### config.mk
export PLATFORM = sky130hd
export DESIGN_NAME = rv32i_mc_control
export DESIGN_NICKNAME = d
export VERILOG_FILES = /design/src/rtl/rv32i_types.sv /design/src/rtl/rv32i_mc_wmask.sv /design/src/rtl/rv32i_mc_control.sv
export SDC_FILE = /design/constraint.sdc
export NUM_CORES = 1
export LEC_CHECK = 0
export ABC_AREA = 1
export BUFFER_PORTS_ARGS = -buffer_cell sky130_fd_sc_hd__buf_4
export CORE_MARGIN = 8
export CORE_UTILIZATION = 47
export DETAILED_ROUTE_END_ITERATION = 6
export PLACE_DENSITY = 0.73
export SLEW_MARGIN = 10
export SYNTH_ARGS = -nofsm -noshare
export SYNTH_HDL_FRONTEND = slang
export SYNTH_SLANG_ARGS = --single-unit
export TNS_END_PERCENT = 10
### constraint.sdc
create_clock -name clk -period 1.5 [get_ports clk]
set_input_delay 0.075 -clock clk [delete_from_list [all_inputs] [get_ports clk]]
set_output_delay 0.075 -clock clk [all_outputs]
set_load 0.05 [all_outputs]
### src/rtl/rv32i_types.sv
// Shared RV32I encodings and multicycle-control select/state types.
// Pure declarations: no latency, no flow control.
package rv32i_types;

    typedef enum logic [6:0] {
        op_lui   = 7'b0110111,
        op_auipc = 7'b0010111,
        op_jal   = 7'b1101111,
        op_jalr  = 7'b1100111,
        op_br    = 7'b1100011,
        op_load  = 7'b0000011,
        op_store = 7'b0100011,
        op_imm   = 7'b0010011,
        op_reg   = 7'b0110011,
        op_csr   = 7'b1110011
    } rv32i_opcode;

    typedef enum logic [2:0] {
        alu_add = 3'b000,
        alu_sll = 3'b001,
        alu_sra = 3'b010,
        alu_sub = 3'b011,
        alu_xor = 3'b100,
        alu_srl = 3'b101,
        alu_or  = 3'b110,
        alu_and = 3'b111
    } alu_ops;

    typedef enum logic [2:0] {
        beq  = 3'b000,
        bne  = 3'b001,
        blt  = 3'b100,
        bge  = 3'b101,
        bltu = 3'b110,
        bgeu = 3'b111
    } branch_funct3_t;

    typedef enum logic [2:0] {
        f3_add  = 3'b000,
        f3_sll  = 3'b001,
        f3_slt  = 3'b010,
        f3_sltu = 3'b011,
        f3_xor  = 3'b100,
        f3_sr   = 3'b101,
        f3_or   = 3'b110,
        f3_and  = 3'b111
    } arith_funct3_t;

    typedef enum logic [2:0] {
        ld_lb  = 3'b000,
        ld_lh  = 3'b001,
        ld_lw  = 3'b010,
        ld_lbu = 3'b100,
        ld_lhu = 3'b101
    } load_funct3_t;

    typedef enum logic [2:0] {
        st_sb = 3'b000,
        st_sh = 3'b001,
        st_sw = 3'b010
    } store_funct3_t;

    typedef enum logic [1:0] {
        pcmux_pc_plus4 = 2'd0,
        pcmux_alu_out  = 2'd1,
        pcmux_alu_mod2 = 2'd2
    } pcmux_sel_t;

    typedef enum logic {
        alumux1_rs1_out = 1'b0,
        alumux1_pc_out  = 1'b1
    } alumux1_sel_t;

    typedef enum logic [2:0] {
        alumux2_i_imm   = 3'd0,
        alumux2_u_imm   = 3'd1,
        alumux2_b_imm   = 3'd2,
        alumux2_s_imm   = 3'd3,
        alumux2_j_imm   = 3'd4,
        alumux2_rs2_out = 3'd5
    } alumux2_sel_t;

    typedef enum logic [3:0] {
        rfmux_alu_out  = 4'd0,
        rfmux_br_en    = 4'd1,
        rfmux_u_imm    = 4'd2,
        rfmux_lw       = 4'd3,
        rfmux_pc_plus4 = 4'd4,
        rfmux_lb       = 4'd5,
        rfmux_lbu      = 4'd6,
        rfmux_lh       = 4'd7,
        rfmux_lhu      = 4'd8
    } regfilemux_sel_t;

    typedef enum logic {
        marmux_pc_out  = 1'b0,
        marmux_alu_out = 1'b1
    } marmux_sel_t;

    typedef enum logic {
        cmpmux_rs2_out = 1'b0,
        cmpmux_i_imm   = 1'b1
    } cmpmux_sel_t;

    typedef enum logic [3:0] {
        s_fetch1, s_fetch2, s_fetch3, s_decode,
        s_imm, s_reg, s_lui, s_auipc, s_br,
        s_calc_addr, s_ld1, s_ld2, s_st1, s_st2,
        s_jal, s_jalr
    } mc_state_t;

    typedef logic [3:0] rv32i_mem_wmask;

    // States that complete an instruction; leaving one of them retires it.
    function automatic logic is_terminal(input mc_state_t s);
        return (s == s_imm) || (s == s_reg) || (s == s_lui) || (s == s_auipc) ||
               (s == s_br) || (s == s_ld2) || (s == s_st2) || (s == s_jal) ||
               (s == s_jalr);
    endfunction

endpackage

### src/rtl/rv32i_mc_wmask.sv
// Store byte-enable generator from funct3 and address LSBs.
// Purely combinational, no flow control.
module rv32i_mc_wmask
    import rv32i_types::*;
(
    input  logic [2:0]     funct3,
    input  logic [1:0]     addr_lsb,
    output rv32i_mem_wmask wmask
);

    always_comb begin
        wmask = 4'b1111;
        case (funct3)
            st_sb:   wmask = 4'b0001 << addr_lsb;
            st_sh:   wmask = 4'b0011 << {addr_lsb[1], 1'b0};
            default: wmask = 4'b1111;
        endcase
    end

endmodule

### src/rtl/rv32i_mc_control.sv
// Multicycle RV32I control FSM: one state per cycle, outputs combinational from state.
// Memory states hold their strobes until mem_resp; retired count bumps on each terminal state.
module rv32i_mc_control
    import rv32i_types::*;
#(
    parameter int CNT_W = 32
) (
    input  logic            clk,
    input  logic            rst_n,
    input  logic [6:0]      opcode,
    input  logic [2:0]      funct3,
    input  logic [6:0]      funct7,
    input  logic            br_en,
    input  logic [1:0]      mem_addr_lsb,
    input  logic            mem_resp,
    output logic            load_pc,
    output logic            load_ir,
    output logic            load_regfile,
    output logic            load_mar,
    output logic            load_mdr,
    output logic            load_data_out,
    output pcmux_sel_t      pcmux_sel,
    output alumux1_sel_t    alumux1_sel,
    output alumux2_sel_t    alumux2_sel,
    output regfilemux_sel_t regfilemux_sel,
    output marmux_sel_t     marmux_sel,
    output cmpmux_sel_t     cmpmux_sel,
    output alu_ops          aluop,
    output branch_funct3_t  cmpop,
    output logic            mem_read,
    output logic            mem_write,
    output rv32i_mem_wmask  mem_byte_enable,
    output logic [CNT_W-1:0] inst_retired
);

    mc_state_t      state, next_state;
    rv32i_mem_wmask st_wmask;
    logic           unused_funct7;

    assign unused_funct7 = ^{funct7[6], funct7[4:0]};

    rv32i_mc_wmask u_wmask (
        .funct3   (funct3),
        .addr_lsb (mem_addr_lsb),
        .wmask    (st_wmask)
    );

    always_ff @(posedge clk or negedge rst_n) begin
        if (!rst_n) begin
            state        <= s_fetch1;
            inst_retired <= '0;
        end else begin
            state <= next_state;
            if (is_terminal(state)) begin
                inst_retired <= inst_retired + CNT_W'(1);
            end
        end
    end

    always_comb begin
        next_state      = state;
        load_pc         = 1'b0;
        load_ir         = 1'b0;
        load_regfile    = 1'b0;
        load_mar        = 1'b0;
        load_mdr        = 1'b0;
        load_data_out   = 1'b0;
        pcmux_sel       = pcmux_pc_plus4;
        alumux1_sel     = alumux1_rs1_out;
        alumux2_sel     = alumux2_i_imm;
        regfilemux_sel  = rfmux_alu_out;
        marmux_sel      = marmux_pc_out;
        cmpmux_sel      = cmpmux_rs2_out;
        aluop           = alu_add;
        cmpop           = beq;
        mem_read        = 1'b0;
        mem_write       = 1'b0;
        mem_byte_enable = 4'b1111;

        case (state)
            s_fetch1: begin
                load_mar   = 1'b1;
                next_state = s_fetch2;
            end
            s_fetch2: begin
                mem_read = 1'b1;
                load_mdr = 1'b1;
                if (mem_resp) next_state = s_fetch3;
            end
            s_fetch3: begin
                load_ir    = 1'b1;
                next_state = s_decode;
            end
            s_decode: begin
                case (opcode)
                    op_imm:            next_state = s_imm;
                    op_reg:            next_state = s_reg;
                    op_lui:            next_state = s_lui;
                    op_auipc:          next_state = s_auipc;
                    op_br:             next_state = s_br;
                    op_load, op_store: next_state = s_calc_addr;
                    op_jal:            next_state = s_jal;
                    op_jalr:           next_state = s_jalr;
                    default:           next_state = s_fetch1;
                endcase
            end
            s_imm, s_reg: begin
                load_regfile = 1'b1;
                load_pc      = 1'b1;
                next_state   = s_fetch1;
                if (state == s_reg) alumux2_sel = alumux2_rs2_out;
                case (funct3)
                    f3_slt, f3_sltu: begin
                        cmpmux_sel     = (state == s_reg) ? cmpmux_rs2_out : cmpmux_i_imm;
                        cmpop          = (funct3 == f3_slt) ? blt : bltu;
                        regfilemux_sel = rfmux_br_en;
                    end
                    f3_sr:   aluop = funct7[5] ? alu_sra : alu_srl;
                    f3_add:  aluop = (state == s_reg && funct7[5]) ? alu_sub : alu_add;
                    default: aluop = alu_ops'(funct3);
                endcase
            end
            s_lui: begin
                regfilemux_sel = rfmux_u_imm;
                load_regfile   = 1'b1;
                load_pc        = 1'b1;
                next_state     = s_fetch1;
            end
            s_auipc: begin
                alumux1_sel  = alumux1_pc_out;
                alumux2_sel  = alumux2_u_imm;
                load_regfile = 1'b1;
                load_pc      = 1'b1;
                next_state   = s_fetch1;
            end
            s_br: begin
                cmpop       = branch_funct3_t'(funct3);
                alumux1_sel = alumux1_pc_out;
                alumux2_sel = alumux2_b_imm;
                pcmux_sel   = br_en ? pcmux_alu_out : pcmux_pc_plus4;
                load_pc     = 1'b1;
                next_state  = s_fetch1;
            end
            s_calc_addr: begin
                marmux_sel = marmux_alu_out;
                load_mar   = 1'b1;
                if (opcode == op_store) begin
                    alumux2_sel   = alumux2_s_imm;
                    load_data_out = 1'b1;
                    next_state    = s_st1;
                end else begin
                    next_state    = s_ld1;
                end
            end
            s_ld1: begin
                mem_read = 1'b1;
                load_mdr = 1'b1;
                if (mem_resp) next_state = s_ld2;
            end
            s_ld2: begin
                load_regfile = 1'b1;
                load_pc      = 1'b1;
                next_state   = s_fetch1;
                case (funct3)
                    ld_lb:   regfilemux_sel = rfmux_lb;
                    ld_lbu:  regfilemux_sel = rfmux_lbu;
                    ld_lh:   regfilemux_sel = rfmux_lh;
                    ld_lhu:  regfilemux_sel = rfmux_lhu;
                    default: regfilemux_sel = rfmux_lw;
                endcase
            end
            s_st1: begin
                mem_write       = 1'b1;
                mem_byte_enable = st_wmask;
                if (mem_resp) next_state = s_st2;
            end
            s_st2: begin
                load_pc    = 1'b1;
                next_state = s_fetch1;
            end
            s_jal: begin
                regfilemux_sel = rfmux_pc_plus4;
                load_regfile   = 1'b1;
                alumux1_sel    = alumux1_pc_out;
                alumux2_sel    = alumux2_j_imm;
                pcmux_sel      = pcmux_alu_out;
                load_pc        = 1'b1;
                next_state     = s_fetch1;
            end
            s_jalr: begin
                pcmux_sel      = pcmux_alu_mod2;
                regfilemux_sel = rfmux_pc_plus4;
                load_regfile   = 1'b1;
                load_pc        = 1'b1;
                next_state     = s_fetch1;
            end
            default: next_state = s_fetch1;
        endcase
    end

endmodule

==> flow_metrics.py, run 1 <==
metrics = {
    "logic_synthesis": {
        "synthCells": 439,
        "synthTopCellsByArea": "dfrtp_1, nand2_1, nor2_1",
        "synth_edf_count": 0,
        "yosysWarnings": 0,
        "synth_top_area_share_pct": 32.8,
        "synth_common_cells": "nand2_1, nor2_1, inv_1, dfrtp_1, nand3_1",
        "syn_nets": 463,
        "synth_ff_type": "dfrtp_1",
        "synth_most_common_cell": "nand2_1",
        "yosys.area.top_type": "dfrtp_1",
        "seq_area_frac_synth_pct": 32.8,
        "netlist-cell-type-count": 27,
        "syn_avg_cell_area_sq_um": 6.25,
        "async_flop_share_pct": 100,
        "ys_seq_elements": 36,
        "synth_area_sq_um": 2740,
    },
    "timing": {
        "drv_slew": 0,
        "layout_setup_ws_ns": -0.192,
        "finalCritPeriodShare_pct": 113,
        "period_minus_slack_ns": 1.69,
        "finalSetupViolCount": 51,
        "fmax_mhz": 591,
        "final_hold_viol_count": 0,
        "rsz0062_at_grt": "yes",
        "worst_slew_pin_slew_ns": 0.468,
        "relSlewSlack_pct": 68.8,
        "clock_skew_ns": 0.00730,
    },
    "detailed_routing": {
        "routed_wl_um": 9500,
        "avgViaCountPerCell": 5.25,
        "drtPass1Iterations": 5,
        "drt_iter0_drc": 250,
        "drt.antenna.violating_nets": 0,
        "wl_per_cell_um": 14.7,
        "vias": 3405,
        "drc": 0,
    },
    "floorplanning": {
        "io_pins": 85,
        "die_w_um": 92.4,
        "die_h_um": 92.4,
        "rows": 28,
        "start_util_pct": 47.4,
        "core_area_sq_um": 5780,
        "dieArea_sq_um": 8540,
    },
    "placed_design": {
        "post-place-ws_ns": -0.0594,
        "place_hpwl_um": 6730,
        "portBuffers": 78,
        "placed_cells": 628,
        "gp_congestion": 0.911,
    },
    "worst_setup_path": {
        "r2r_end": "inst_retired[23]",
        "path_cells": "nor2_4 -> nand2_2 -> clkinvlp_4 -> nand2_4 -> a21oi_4 -> o31ai_1 -> buf_4",
        "cp_num_cells": 7,
        "crit_buf_inv": 2,
        "reg2regPathDepth": 7,
        "regToRegStartpoint": "inst_retired[11]",
        "r2r_slack_ns": -0.14,
        "arrival_ns": 1.62,
        "worstSetupPathType": "flip-flop to output pin",
        "start_kind": "flip-flop",
        "startpoint": "state[0]",
        "endpoint_kind": "output pin",
        "critical_path.endpoint": "mem_byte_enable[3]",
        "required_ns": 1.42,
        "max_stage_delay_ns": 0.46,
        "crit_fanout": 5,
        "cpLargestDelayFamily": "flip-flops",
        "cpMaxStageDelayCell": "dfrtp_2",
    },
    "run_status": {
        "status": "finished with violations",
        "violations": "negative setup slack",
    },
    "layout": {
        "drive_above_1_share_pct": 37.0,
        "areaGrowthSynthToFinish_pct": 56.1,
        "final_cell_count_no_fill": 648,
        "diodes": 0,
        "nNetsFinal": 597,
    },
    "hold_path": {
        "hold_path_class": "input pin to flip-flop",
    },
    "global_routing": {
        "grt_max_degree": 37,
        "grt_pass1_wl_um": 15200,
        "globalRouteTotalUtil_pct": 21.4,
        "grt_pass1_vias": 3363,
        "antenna_found_initial": 0,
        "grt-ovfl-total": 0,
    },
    "clock_network": {
        "cts_sinks": 36,
        "cts_tree": "yes",
        "clkTransAtPathRegs_ns": 0.07,
        "htreeDepth": 2,
        "root_buffer": "clkbuf_8",
        "clock_path_buffers": 2,
        "numCtsBuffers": 5,
        "clkLatencyLatePin_ns": 0.30,
    },
    "run": {
        "maxCapViolations": 0,
    },
    "power": {
        "p_leak_nw": 2.14,
        "power.density_nw_per_um2": 828,
        "vdd_drop_max_uv": 589,
    },
}
state kept, by name, indices dropped and copies added, names as in the netlist:
| name | flops |
|---|---|
| state | 4 |
| inst_retired | 32 |
worst register-to-register path, stage by stage, from the launching register on:
cell      delay [ns]
dfrtp_1         0.44
nand2_1         0.12
nor2_1          0.28
nand3_1         0.22
nor2_2          0.21
nand3b_1        0.11
nand2_1         0.08
nand2_1         0.06
how the worst min path moves through the flow:
stage	start	end	cells past startpoint
global placement	rst_n	inst_retired[17]	1
finish	mem_resp	state[1]	4
detailed placement	rst_n	inst_retired[16]	1
floorplan	rst_n	inst_retired[0]	0
CTS	mem_resp	state[1]	4
global route	mem_resp	state[1]	4
power breakdown:
| group | switching [mW] | total (mW) | leakage, nW | internal (mW) |
|---|---|---|---|---|
| logic | 1.01 | 1.63 | 1.61 | 0.619 |
| registers | 0.103 | 1.14 | 0.487 | 1.04 |
| clock network | 0.366 | 0.776 | 0.0503 | 0.410 |
cell usage in the layout (no fill, tap or decap), types with 6 or more instances in the layout:
| cell type | n |
|---|---|
| nand3b_1 | 9 |
| dfrtp_1 | 31 |
| nand4_1 | 6 |
| nand2_1 | 157 |
| nand3_1 | 22 |
| nor2_4 | 12 |
| nand2_2 | 9 |
| buf_6 | 33 |
| clkbuf_8 | 7 |
| nor2_2 | 15 |
| inv_1 | 44 |
| buf_4 | 95 |
| xor2_1 | 11 |
| nand2_4 | 7 |
| nor2_1 | 58 |
stage by stage:
step | TNS [ns] | util [%] | hold slack [ns] | total power [mW] | area, sq um
floorplan | -7.11 | - | -0.221 | 1.97 | 2770
global placement | -0.0412 | 64.3 | 0.0546 | 2.46 | 3720
detailed placement | -0.419 | 64.3 | 0.0666 | 2.48 | 3720
CTS | -2.65 | 71.6 | 0.0788 | 3.42 | 4140
global route | -8.45 | 74.0 | 0.0999 | 3.69 | 4280
finish | -4.07 | 74.0 | 0.0704 | 3.55 | 4280
per-layer routing:
layer	global-route usage, %	up-vias	wire length [um]
met4	7.92	0	267
li1	-	1631	-
met5	0	-	0
met3	4.05	33	592
met2	38.2	138	4910
met1	24.7	1603	3730
layout make-up:
| class | count | area (sq um) |
|---|---|---|
| multi-input combinational | 345 | 1820 |
| fill | 437 | 1500 |
| timing repair buffer | 132 | 1150 |
| sequential | 36 | 907 |
| inverter | 53 | 210 |
| clock buffer | 7 | 96.3 |
| tap | 75 | 93.8 |
logic make-up after synthesis:
group / Yosys count / share of synthesized area [%]
compound gates: 25 / 5.06
xor+xnor: 14 / 4.47
fa+ha+maj: 1 / 0.456
buf+inv: 58 / 9.17
flops: 36 / 32.8
simple gates: 305 / 48.0
what timing repair did:
item	4_1_cts	5_1_grt
buffers inserted	9	3
gates resized for setup	76	33
hold endpoints to repair	36	0
hold buffers	1	0
setup endpoints to repair	47	62
gates cloned	0	0
pin swaps	12	20
Note: power is estimated with default switching activity, not from simulation.
==> run 2, diff against run 1 <==
--- a/config.mk
+++ b/config.mk
@@ -10,9 +10,11 @@
 export CORE_MARGIN = 8
 export CORE_UTILIZATION = 47
 export DETAILED_ROUTE_END_ITERATION = 6
-export PLACE_DENSITY = 0.73
+export GPL_TIMING_DRIVEN = 0
+export PLACE_DENSITY = 0.75
 export SLEW_MARGIN = 10
 export SYNTH_ARGS = -nofsm -noshare
 export SYNTH_HDL_FRONTEND = slang
+export SYNTH_HIERARCHICAL = 1
 export SYNTH_SLANG_ARGS = --single-unit
 export TNS_END_PERCENT = 10
==> run 2 against run 1 <==
  * The run still ends with negative setup slack left
  * Sequential share of layout area increased by 1.5 points
  * Flip-flop and latch count is the same
  * Setup slack worse by 0.033 ns
  * Clock skew rose by 0.00083 ns
  * Clock power decreased by 6.6%
  * Critical endpoint is now alumux2_sel[0]
  * Largest cell class unchanged
==> flow_metrics.py, run 2 <==
metrics = {
    "run_status": {
        "status": "finished with violations",
        "violations": "negative setup slack",
    },
    "timing": {
        "worst_slew_pin_slew_ns": 0.640,
        "period_minus_slack_ns": 1.73,
        "fmax_mhz": 580,
        "layout_setup_ws_ns": -0.225,
        "finalSetupViolCount": 51,
        "final_hold_viol_count": 0,
        "fin_setup_tns_ns": -6.66,
        "drv_slew": 0,
        "finalCritPeriodShare_pct": 115,
        "relSlewSlack_pct": 57.0,
        "clock_skew_ns": 0.00813,
        "rsz0062_at_grt": "yes",
    },
    "floorplanning": {
        "io_pins": 85,
        "core_area_sq_um": 5850,
        "die_w_um": 93.5,
        "rows": 28,
        "die_h_um": 93.5,
        "start_util_pct": 48.2,
        "dieArea_sq_um": 8740,
    },
    "logic_synthesis": {
        "synth_simple_gate_area_share_pct": 48.1,
        "synth-xor-area-share_pct": 4.65,
        "async_flop_share_pct": 100,
        "yosysWarnings": 6,
        "synth-adder-area-share_pct": 0.443,
        "synth_top_family_by_area": "simple AND/OR/NAND/NOR gates",
        "ys_seq_elements": 36,
        "syn_nets": 487,
        "synth_most_common_cell": "nand2_1",
        "synthMuxAreaShare_pct": 0,
        "synthTopCellsByArea": "dfrtp_1, nand2_1, nor2_1",
        "netlist-cell-type-count": 29,
        "seq_area_frac_synth_pct": 31.9,
        "synth_top_area_share_pct": 31.9,
        "synthCells": 463,
        "yosys.area.top_type": "dfrtp_1",
        "synth_compound_area_share_pct": 4.65,
        "synth_common_cells": "nand2_1, nor2_1, inv_1, nand3_1, dfrtp_1",
        "synth_ff_type": "dfrtp_1",
        "synth_edf_count": 0,
        "synth_area_sq_um": 2820,
        "syn_avg_cell_area_sq_um": 6.10,
    },
    "placed_design": {
        "place_hpwl_um": 6350,
        "gp_congestion": 0.896,
        "portBuffers": 78,
        "post-place-ws_ns": -0.195,
    },
    "power": {
        "p_int_mw": 1.95,
        "p_clk_share_pct": 21.4,
        "power_mw": 3.39,
        "p_sw_mw": 1.44,
        "p_seq_share_pct": 35.0,
        "comb_power_share_pct": 43.6,
        "vdd_drop_max_uv": 1570,
        "p_leak_nw": 1.96,
        "swShare_pct": 42.5,
        "power.density_nw_per_um2": 848,
    },
    "detailed_routing": {
        "drtPass1Iterations": 4,
        "drt.antenna.violating_nets": 0,
        "drc": 0,
        "wl_per_cell_um": 13.4,
        "avgViaCountPerCell": 5.11,
        "drt_iter0_drc": 157,
        "routed_wl_um": 8500,
        "vias": 3247,
    },
    "clock_network": {
        "numCtsBuffers": 5,
        "root_buffer": "clkbuf_8",
        "htreeDepth": 2,
        "cts_tree": "yes",
        "clkLatencyLatePin_ns": 0.29,
        "cts_sinks": 36,
        "clkTransAtPathRegs_ns": 0.07,
        "clock_path_buffers": 2,
    },
    "global_routing": {
        "grt_pass1_wl_um": 13900,
        "grt_pass1_vias": 3209,
        "globalRouteTotalUtil_pct": 19.2,
        "grt_max_degree": 37,
        "grt-ovfl-total": 0,
        "antenna_found_initial": 0,
    },
    "run": {
        "maxCapViolations": 0,
    },
    "worst_setup_path": {
        "endpoint_kind": "output pin",
        "regToRegStartpoint": "state[2]",
        "start_kind": "flip-flop",
        "reg2regPathDepth": 10,
        "worstSetupPathType": "flip-flop to output pin",
        "r2r_end": "inst_retired[14]",
        "arrival_ns": 1.65,
        "r2r_slack_ns": -0.15,
        "startpoint": "state[2]",
        "required_ns": 1.42,
        "crit_fanout": 4,
        "critical_path.endpoint": "alumux2_sel[0]",
    },
    "layout": {
        "largest_reg_flops": 32,
        "nNetsFinal": 584,
        "diodes": 0,
        "areaGrowthSynthToFinish_pct": 41.8,
        "final_cell_mix": "nand2_1, nor2_1, buf_4, inv_1, nand3_1",
        "final_common_cell": "nand2_1",
        "top_regs": "inst_retired: 32 flops, state: 4 flops",
        "drive_above_1_share_pct": 29.1,
        "regMostFlops": "inst_retired",
    },
    "hold_path": {
        "hold_path_class": "input pin to flip-flop",
    },
}
## run 2: cell types whose count changed in the layout (fill, tap and decap cells not counted), moves of 5 or more
cell,before,now
inv_1,44,57
nor2_1,58,69
xor2_1,11,4
nand3b_1,9,4
buf_4,95,68
xnor2_1,3,11
buf_6,33,18
nand3_1,22,38
nand2_1,157,152
buf_8,1,6
## run 2: per-stage QoR
stage / hold WS, ns / utilization [%] / instance area [sq um] / cells
6_report: 0.0504 / 68.4 / 4000 / 636
5_1_grt: 0.0890 / 68.4 / 4000 / 636
4_1_cts: 0.0414 / 67.2 / 3930 / 635
3_5_place_dp: 0.0625 / 61.0 / 3570 / 616
3_3_place_gp: 0.0554 / 61.0 / 3570 / 616
2_1_floorplan: -0.221 / - / 2890 / 463
## run 2: layout make-up
type / count / area, sq um
Fill cell: 514 / 1850
Multi-Input combinational cell: 358 / 1810
Sequential cell: 36 / 907
Timing Repair Buffer: 90 / 790
Inverter: 64 / 249
Tap cell: 75 / 93.8
Clock buffer: 6 / 82.6
Buffer: 5 / 63.8
Clock inverter: 2 / 10.0
## run 2: kinds of logic (layout without fill, tap and decap cells)
| family | after synthesis | count (layout) |
|---|---|---|
| AOI/OAI and AO/OA | 23 | 23 |
| xor gates and xnor gates | 15 | 15 |
| adders and majority gates | 1 | 1 |
| buffers and inverters | 69 | 167 |
| DFF | 36 | 36 |
| and+or+nand+nor | 319 | 319 |
## run 2: layer usage
| metal | track usage [%] | part of all wire, % | vias to the layer above |
|---|---|---|---|
| li1 | - | - | 1623 |
| met1 | 21.2 | 41 | 1511 |
| met2 | 34.8 | 51 | 103 |
| met3 | 5.21 | 6.6 | 10 |
| met4 | 5.91 | 1.4 | 0 |
| met5 | 0 | 0 | - |
## run 2: power by group through the flow
| stage | Clock (mW) | Sequential, mW | Combinational, mW |
|---|---|---|---|
| 6_report | 0.725 | 1.19 | 1.48 |
| 4_1_cts | 0.735 | 1.19 | 1.40 |
| 3_3_place_gp | 0 | 1.18 | 1.17 |
| 3_5_place_dp | 0 | 1.18 | 1.18 |
| 5_1_grt | 0.769 | 1.20 | 1.59 |
| 2_1_floorplan | 0 | 1.26 | 0.737 |
## run 2: worst min-delay path by stage
stage              from         endpoint  cells after the start
3_3_place_gp      rst_n  inst_retired[5]                      1
3_5_place_dp      rst_n  inst_retired[7]                      1
2_1_floorplan     rst_n  inst_retired[0]                      0
5_1_grt        mem_resp         state[1]                      4
4_1_cts        mem_resp         state[1]                      4
6_report       mem_resp         state[1]                      4
## run 2: critical path, stage by stage (launching register included)
cell     delay, ns
dfrtp_1       0.44
inv_2         0.11
nand2_4       0.08
nor3_4        0.24
nand4_4       0.19
o21ai_2       0.13
buf_6         0.17
## run 2: repair_timing
action | 4_1_cts | 5_1_grt
hold buffers | 1 | 0
endpoints found under the hold margin | 36 | 0
setup endpoints to repair | 61 | 61
pin swaps | 5 | 3
gates resized for setup | 49 | 20
buffers inserted | 10 | 1
